`src/rtl/proc_pkg.sv`:
```
// Shared processor definitions: writeback select encodings, register constants
// and the MDU tracker state type.
package proc_pkg;

    localparam logic [1:0] LOAD_SEL = 2'd1;
    localparam logic [4:0] REG_ZERO = 5'd0;
    localparam int         CNT_W    = 4;

    typedef enum logic {
        MDU_IDLE = 1'b0,
        MDU_BUSY = 1'b1
    } mdu_state_e;

endpackage

```
`src/rtl/mdu_tracker.sv`:
```
// Countdown tracker for the multi-cycle multiply/divide unit; busy_o is high
// while a result is still pending.
module mdu_tracker #(
    parameter int MDU_LAT = 4
) (
    input  logic clk,
    input  logic rst,
    input  logic start_i,
    output logic busy_o
);
    import proc_pkg::*;

    mdu_state_e         state_q, state_d;
    logic [CNT_W-1:0]   cnt_q, cnt_d;
    logic               busy_q, busy_d;

    always_comb begin
        state_d = state_q;
        cnt_d   = cnt_q;
        case (state_q)
            MDU_IDLE: begin
                if (start_i) begin
                    cnt_d   = CNT_W'(MDU_LAT);
                    state_d = MDU_BUSY;
                end
            end
            MDU_BUSY: begin
                // A new MDU op restarts the full latency instead of queuing.
                if (start_i) begin
                    cnt_d = CNT_W'(MDU_LAT);
                end else begin
                    cnt_d = cnt_q - CNT_W'(1);
                    if (cnt_q == CNT_W'(1)) begin
                        state_d = MDU_IDLE;
                    end
                end
            end
            default: begin
                state_d = MDU_IDLE;
                cnt_d   = '0;
            end
        endcase
        busy_d = (state_d == MDU_BUSY);
    end

    always_ff @(posedge clk) begin
        if (rst) begin
            state_q <= MDU_IDLE;
            cnt_q   <= '0;
            busy_q  <= 1'b0;
        end else begin
            state_q <= state_d;
            cnt_q   <= cnt_d;
            busy_q  <= busy_d;
        end
    end

    assign busy_o = busy_q;

endmodule

```
`src/rtl/hazard_ctrl.sv`:
```
// Pipeline hazard controller: load-use interlock, branch squash, ID jumps and
// MDU result interlock. Optional perf counters are built when HAZ_PERF_EN is defined.
module hazard_ctrl #(
    parameter int         MDU_LAT  = 4,
    parameter logic [1:0] LOAD_SEL = proc_pkg::LOAD_SEL
) (
    input  logic        clk,
    input  logic        rst,
    input  logic [4:0]  ID_rs,
    input  logic [4:0]  ID_rt,
    input  logic        ID_use_rs,
    input  logic        ID_use_rt,
    input  logic        ID_rd_hilo,
    input  logic        ID_mdu_op,
    input  logic        ID_jump,
    input  logic [4:0]  EXE_wraddr,
    input  logic        EXE_wr_en,
    input  logic [1:0]  EXE_sel_data,
    input  logic        EXE_br_taken,
    input  logic        EXE_mdu_start,
    output logic        pc_stall,
    output logic        if_id_stall,
    output logic        if_id_flush,
    output logic        flush,
`ifdef HAZ_PERF_EN
    output logic [31:0] stall_cnt,
    output logic [31:0] flush_cnt,
`endif
    output logic        mdu_busy
);
    import proc_pkg::REG_ZERO;

    logic load_use;
    logic mdu_hold;
    logic stall_req;

    // The MDU start is never gated: the MDU op is older than any squashed path.
    mdu_tracker #(
        .MDU_LAT (MDU_LAT)
    ) u_mdu_tracker (
        .clk     (clk),
        .rst     (rst),
        .start_i (EXE_mdu_start),
        .busy_o  (mdu_busy)
    );

    always_comb begin
        load_use = EXE_wr_en && (EXE_sel_data == LOAD_SEL) && (EXE_wraddr != REG_ZERO) &&
                   ((ID_use_rs && (ID_rs == EXE_wraddr)) ||
                    (ID_use_rt && (ID_rt == EXE_wraddr)));
        mdu_hold  = (ID_rd_hilo || ID_mdu_op) && (mdu_busy || EXE_mdu_start);
        stall_req = load_use || mdu_hold;
    end

    // Branch squash outranks stalls; a stalled jump waits for its release cycle.
    always_comb begin
        pc_stall    = 1'b0;
        if_id_stall = 1'b0;
        if_id_flush = 1'b0;
        flush       = 1'b0;
        if (rst) begin
            pc_stall = 1'b0;
        end else if (EXE_br_taken) begin
            if_id_flush = 1'b1;
            flush       = 1'b1;
        end else if (stall_req) begin
            pc_stall    = 1'b1;
            if_id_stall = 1'b1;
            flush       = 1'b1;
        end else if (ID_jump) begin
            if_id_flush = 1'b1;
        end
    end

`ifdef HAZ_PERF_EN
    logic [31:0] stall_cnt_q, stall_cnt_d;
    logic [31:0] flush_cnt_q, flush_cnt_d;

    always_comb begin
        stall_cnt_d = stall_cnt_q + {31'd0, pc_stall};
        flush_cnt_d = flush_cnt_q + {31'd0, (flush | if_id_flush)};
    end

    always_ff @(posedge clk) begin
        if (rst) begin
            stall_cnt_q <= '0;
            flush_cnt_q <= '0;
        end else begin
            stall_cnt_q <= stall_cnt_d;
            flush_cnt_q <= flush_cnt_d;
        end
    end

    assign stall_cnt = stall_cnt_q;
    assign flush_cnt = flush_cnt_q;
`endif

endmodule

```
`config.mk`:
```
export PLATFORM = sky130hd
export DESIGN_NAME = hazard_ctrl
export DESIGN_NICKNAME = d
export VERILOG_FILES = /design/src/rtl/proc_pkg.sv /design/src/rtl/mdu_tracker.sv /design/src/rtl/hazard_ctrl.sv
export SDC_FILE = /design/constraint.sdc
export NUM_CORES = 1
export LEC_CHECK = 0
export CORE_AREA = 2 2 39 41
export DETAILED_ROUTE_END_ITERATION = 6
export DIE_AREA = 0 0 41 43
export DONT_BUFFER_PORTS = 1
export HOLD_SLACK_MARGIN = 0.12
export PLACE_DENSITY = 0.55
export SETUP_SLACK_MARGIN = 0.02
export SLEW_MARGIN = 5
export SYNTH_ARGS = -nofsm -noshare
export SYNTH_HDL_FRONTEND = slang
export SYNTH_SLANG_ARGS = --single-unit
```
`constraint.sdc`:
```
create_clock -name clk -period 1.7 [get_ports clk]
set_clock_uncertainty 0.2 [all_clocks]
set_input_delay 0.34 -clock clk [delete_from_list [all_inputs] [get_ports clk]]
set_output_delay 0.34 -clock clk [all_outputs]
set_load 0.02 [all_outputs]
```
* Yosys cells after proc, flatten, opt, wreduce, memory -nomap -nowiden *
Index checks and enable logic that the tools add are counted.

cells by class
  $add $sub $neg = 1
  eq/ne operators = 5
  muxes and demuxes = 16
  bitwise gates (word level) = 1
  reductions and logical operators = 11

operators by type and width
  operator               count
  $mux W1                12
  $eq A5 B5 Y1           2
  $mux W4                2
  $pmux W4 S2            1
  $logic_and A1 B1 Y1    6
  $reduce_bool A5 Y1     1
  $eq A4 B1 Y1 const B   1
  $logic_or A1 B1 Y1     4
  $sub A4 B1 Y4 const B  1
  $eq A2 B1 Y1 const B   1
  $ne A2 B2 Y1 const B   1
  $pmux W1 S2            1
  $not A1 Y1             1

storage, ports and cells
  bits in registers = 5
  bits of input ports = 27
  output and inout port bits = 5
  logic and storage cells = 36

* Depth between registers and ports, before layout *
Gate-level depths: netlist of the first run.

  word-level depth = 8
  depth in mapped cells = 6
  mapped depth without buffers = 6

* Cells and area by module *
From an unflattened synthesis of the first run, not the netlist that was laid out.

unflattened totals
  cells, all modules = 51
  area total of the unflattened synthesis = 464.2 sq um

modules (own cells, without submodules)
  module       instances  cells an instance  area an instance (sq um)  seq. area each (sq um)
  mdu_tracker  1          23                 246.5                     100.1
  hazard_ctrl  1          28                 217.7                     0.0

* Worst setup path after synthesis of the first run *
Ideal clock, no wire load.

  path type = input-to-output
  from = in EXE_wraddr[3]
  to = out pc_stall
  data arrival time = 2063 ps
  required time = 1160 ps
  path slack = -903 ps
  stages on the path = 5
  buffers on the path = 1
  path through = xor2_1 nor4_1 a32oi_1 o41ai_1 buf_4

between the ends
  longest elaborated chain between the ends = 8
  elaborated cells on any way between the ends = 12
  those cells by class = eq/ne (2); mux (3); reduce/logical (7)

RTL lines
  element                                 line                                  text
  start: declaration                      hazard_ctrl.sv:16                     input logic [4:0] EXE_wraddr,
  $eq A5 B5 Y1 (on tied branches)         hazard_ctrl.sv:49, hazard_ctrl.sv:50
  $logic_and A1 B1 Y1 (on tied branches)  hazard_ctrl.sv:49, hazard_ctrl.sv:50
  $logic_or A1 B1 Y1                      hazard_ctrl.sv:49                     ((ID_use_rs && (ID_rs == EXE_wraddr)) ||
  $logic_and A1 B1 Y1 (*)                 hazard_ctrl.sv:48                     load_use = EXE_wr_en && (EXE_sel_data == LOAD_SEL) && (EXE_wraddr != REG_ZERO) &&
  $logic_or A1 B1 Y1 (*)                  hazard_ctrl.sv:52                     stall_req = load_use || mdu_hold;
  $mux W1 (*) (3 in series)               n/a
  end: declaration                        hazard_ctrl.sv:21                     output logic pc_stall,

Mark *: on every way between the ends. The rest lies on a longest branch, timed or not.

* Worst setup path after layout of the first run *
  from = in EXE_wraddr[3]
  to = out if_id_stall

between the ends
  longest elaborated chain between the ends = 8
  elaborated cells on any way between the ends = 12
  those cells by class = eq/ne (2); mux (3); reduce/logical (7)

RTL lines
  element                                 line                                  text
  $eq A5 B5 Y1 (on tied branches)         hazard_ctrl.sv:49, hazard_ctrl.sv:50
  $logic_and A1 B1 Y1 (on tied branches)  hazard_ctrl.sv:49, hazard_ctrl.sv:50
  $logic_or A1 B1 Y1                      hazard_ctrl.sv:49
  $logic_and A1 B1 Y1 (*)                 hazard_ctrl.sv:48
  $logic_or A1 B1 Y1 (*)                  hazard_ctrl.sv:52
  $mux W1 (*)                             hazard_ctrl.sv:66                     end else if (stall_req) begin
  $mux W1 (*)                             hazard_ctrl.sv:63                     end else if (EXE_br_taken) begin
  $mux W1 (*)                             hazard_ctrl.sv:61                     if (rst) begin
  end: declaration                        hazard_ctrl.sv:22                     output logic if_id_stall,

Marks and branches as above.

==> metrics.csv, run 1 <==
metric;value;unit
total_power;373;uW
fin_area;589;um^2
endpoint_kind;output port;
grt_max_degree;8;
dr.pass1.iters;3;
area_growth;33.1;%
drc;0;
worstSkewPairLatency;0.24;ns
met2WireLength;449;um
num_antenna_cells;0;
setup_ws;-0.310;ns
io_buffer_count;0;
synth_cells;53;
ir_worst_vdd;0.000343;V
synth-compound-area-share;0.192;
path_class;input pin to output port;
hp-class;register to register;
drive_above_1_share;0.242;
ant_nets;0;
cpLargestDelayFamily;compound AO/OA/AOI/OAI gates;
syn_nets;82;
cp.arrival;1.47;ns
synth_warnings;0;
cts_tree;built;
cts_inserted_buffers;3;
synth_area;443;um^2
die-width;41;um
ys_types;25;
synth_seq_area_share;0.226;
cts_root_buf;clkbuf_4;
die_area;0.00176;mm^2
max_freq;0.498;GHz
ios;32;
hpwl;746;um
synth_fa_ha_area_frac;0.0565;
r2r_slack;0.32;ns
coreArea;0.00138;mm^2
setup_tns;-1.17;ns
grt-ovfl-total;0;
synth_xor_area_frac;0.257;
crit_slowest_cell;o41ai_4;
required;1.16;ns
slew_headroom;0.766;
clockBufferDepth;2;
critPathMaxFanout;3;
power_density;633;mW/mm^2
htreeDepth;1;
fin_crit;2.01;ns
place_ws;-0.351;ns
cp.buffers_inverters;1;
nets;92;
failed_checks;setup timing;
yosysTopAreaCell;dfxtp_1;
synth_top_area_share;0.226;
setup_violations;4;
place_area;512;um^2
via_per_inst;5.10;
final_util;0.426;
hold_viol_final;0;
rsz0062_at_grt;true;
met1_length;399;um
yosys-top-cells-area;dfxtp_1 23%, xor2_1 16%, xnor2_1 9.9%;
min_period_over_period;1.18;
crit_chain;xor2_1, nor4_2, a32oi_2, o41ai_4, buf_6;
die_h;43;um
run_status;complete, but fails checks;
yosys.area_share.simple;0.218;
drv_slew;0;
max_stage_delay;0.31;ns
grtUsageTotal;0.111;
grt_pass1_vias;374;
start_kind;input pin;
vias;398;
worst_slew_pin_slew;0.347;ns
grt_pass1_wl;1.32;mm
path_clk_slew;0.04;ns
start_util;0.320;
wl_per_cell;11.8;um
antenna_found_initial;0;
top_layer;met3;
synth_top_family_by_area;XOR/XNOR gates;
drt_first_iter_violations;6;
yosys_register_bits;5;
num_rows;14;
synthMuxAreaShare;0;
avgSynthCellArea;8.36;um^2
p_leak;0.224;nW
max_cap_violations;0;
routed_wl;919;um
cts_sinks;5;
place.gp.congestion;0.598;
wl_met3;70;um
[cell families after synthesis]
| family | after synthesis |
|---|---|
| AO/OA/AOI/OAI | 10 |
| XOR/XNOR | 13 |
| adder cells (fa/ha/maj) | 2 |
| buffers and inverters | 5 |
| flip-flops | 5 |
| AND/OR/NAND/NOR | 18 |
[registers in the layout, indices dropped and copies added (netlist names)]
name,count
u_mdu_tracker.state_q,1
u_mdu_tracker.cnt_q,4
[per-stage QoR]
step	hold WS (ns)	cells
floorplan	0.217	53
global placement	0.215	71
detailed placement	0.216	71
CTS	0.323	77
global route	0.356	78
finish	0.320	78
[worst reg2reg max path, delay by kind of cell (launching register included)]
kind | cells | cell delay [ns]
xor+xnor | 1 | 0.18
buf+inv | 1 | 0.18
flops | 1 | 0.32
simple gates | 2 | 0.39
[report_power, final]
group | total [mW] | internal (mW) | leakage (nW) | switching [mW]
combinational | 0.107 | 0.0547 | 0.168 | 0.0526
clock | 0.135 | 0.0886 | 0.0150 | 0.0464
sequential | 0.131 | 0.125 | 0.0413 | 0.00567
total | 0.373 | 0.269 | 0.224 | 0.105
[repair_timing]
| item | 4_1_cts | 5_1_grt |
|---|---|---|
| setup endpoints to repair | 4 | 4 |
| pin swaps | 0 | 2 |
| hold buffers | 2 | 0 |
| endpoints found under the hold margin | 5 | 0 |
| gates cloned | 0 | 0 |
| setup buffers | 0 | 1 |
| gates resized for setup | 0 | 4 |
[cells in the mapped netlist, drive strengths merged]
| master | n |
|---|---|
| nand2 | 3 |
| a32oi | 1 |
| or4 | 1 |
| nor2b | 1 |
| o2111ai | 1 |
| o41ai | 1 |
| nor3 | 2 |
| clkbuf | 1 |
| dfxtp | 5 |
| a21bo | 1 |
| xor2 | 8 |
| xnor2 | 5 |
| nor4b | 1 |
| nor3b | 1 |
| o31ai | 1 |
| a21oi | 2 |
| inv | 3 |
| buf | 1 |
| and2 | 1 |
| ha | 2 |
| a2111oi | 1 |
| nor4 | 2 |
| o21bai | 1 |
| o22a | 1 |
| nor2 | 6 |
[layer usage]
metal | track usage | up-vias
li1 | - | 204
met1 | 0.122 | 178
met2 | 0.169 | 16
met3 | 0.0209 | 0
met4 | 0.100 | 0
met5 | 0 | -
[placed cells by master (no fill, tap or decap), drive strengths merged, types with 2 or more instances in the layout]
master and count:
inv 3, buf 5, nor3 2, nor2 6, nor4 2, clkbuf 4, ha 2, nand2 3
a21oi 2, dlygate4sd3 2, xor2 8, xnor2 5, dfxtp 5
[final cells by class]
type                    instances  area, um^2
fillers                       152         795
multi-input cells              43         370
inverters                       3        11.3
repair buffers                  7        61.3
clock buffers                   4        26.3
flip-flops and latches          5         100
well taps                      16        20.0
[path summary, 6_finish.rpt]
kind,from,end,depth (start not counted)
setup reg to reg,u_mdu_tracker.state_q$_SDFF_PP0_,u_mdu_tracker.cnt_q[3]$_SDFFE_PP0P_,4
hold reg to reg,u_mdu_tracker.cnt_q[1]$_SDFFE_PP0P_,u_mdu_tracker.cnt_q[1]$_SDFFE_PP0P_,2
hold / removal,u_mdu_tracker.cnt_q[1]$_SDFFE_PP0P_,u_mdu_tracker.cnt_q[1]$_SDFFE_PP0P_,2
setup / recovery,EXE_wraddr[3],if_id_stall,5
No activity file was read; power rests on OpenSTA's default activity.
==> run 2: changes to the inputs <==
Settings changed: GPL_ROUTABILITY_DRIVEN set to 0.
==> results of run 2 <==
Same layout as run 1: the final DEF is identical, and so are final timing and power.
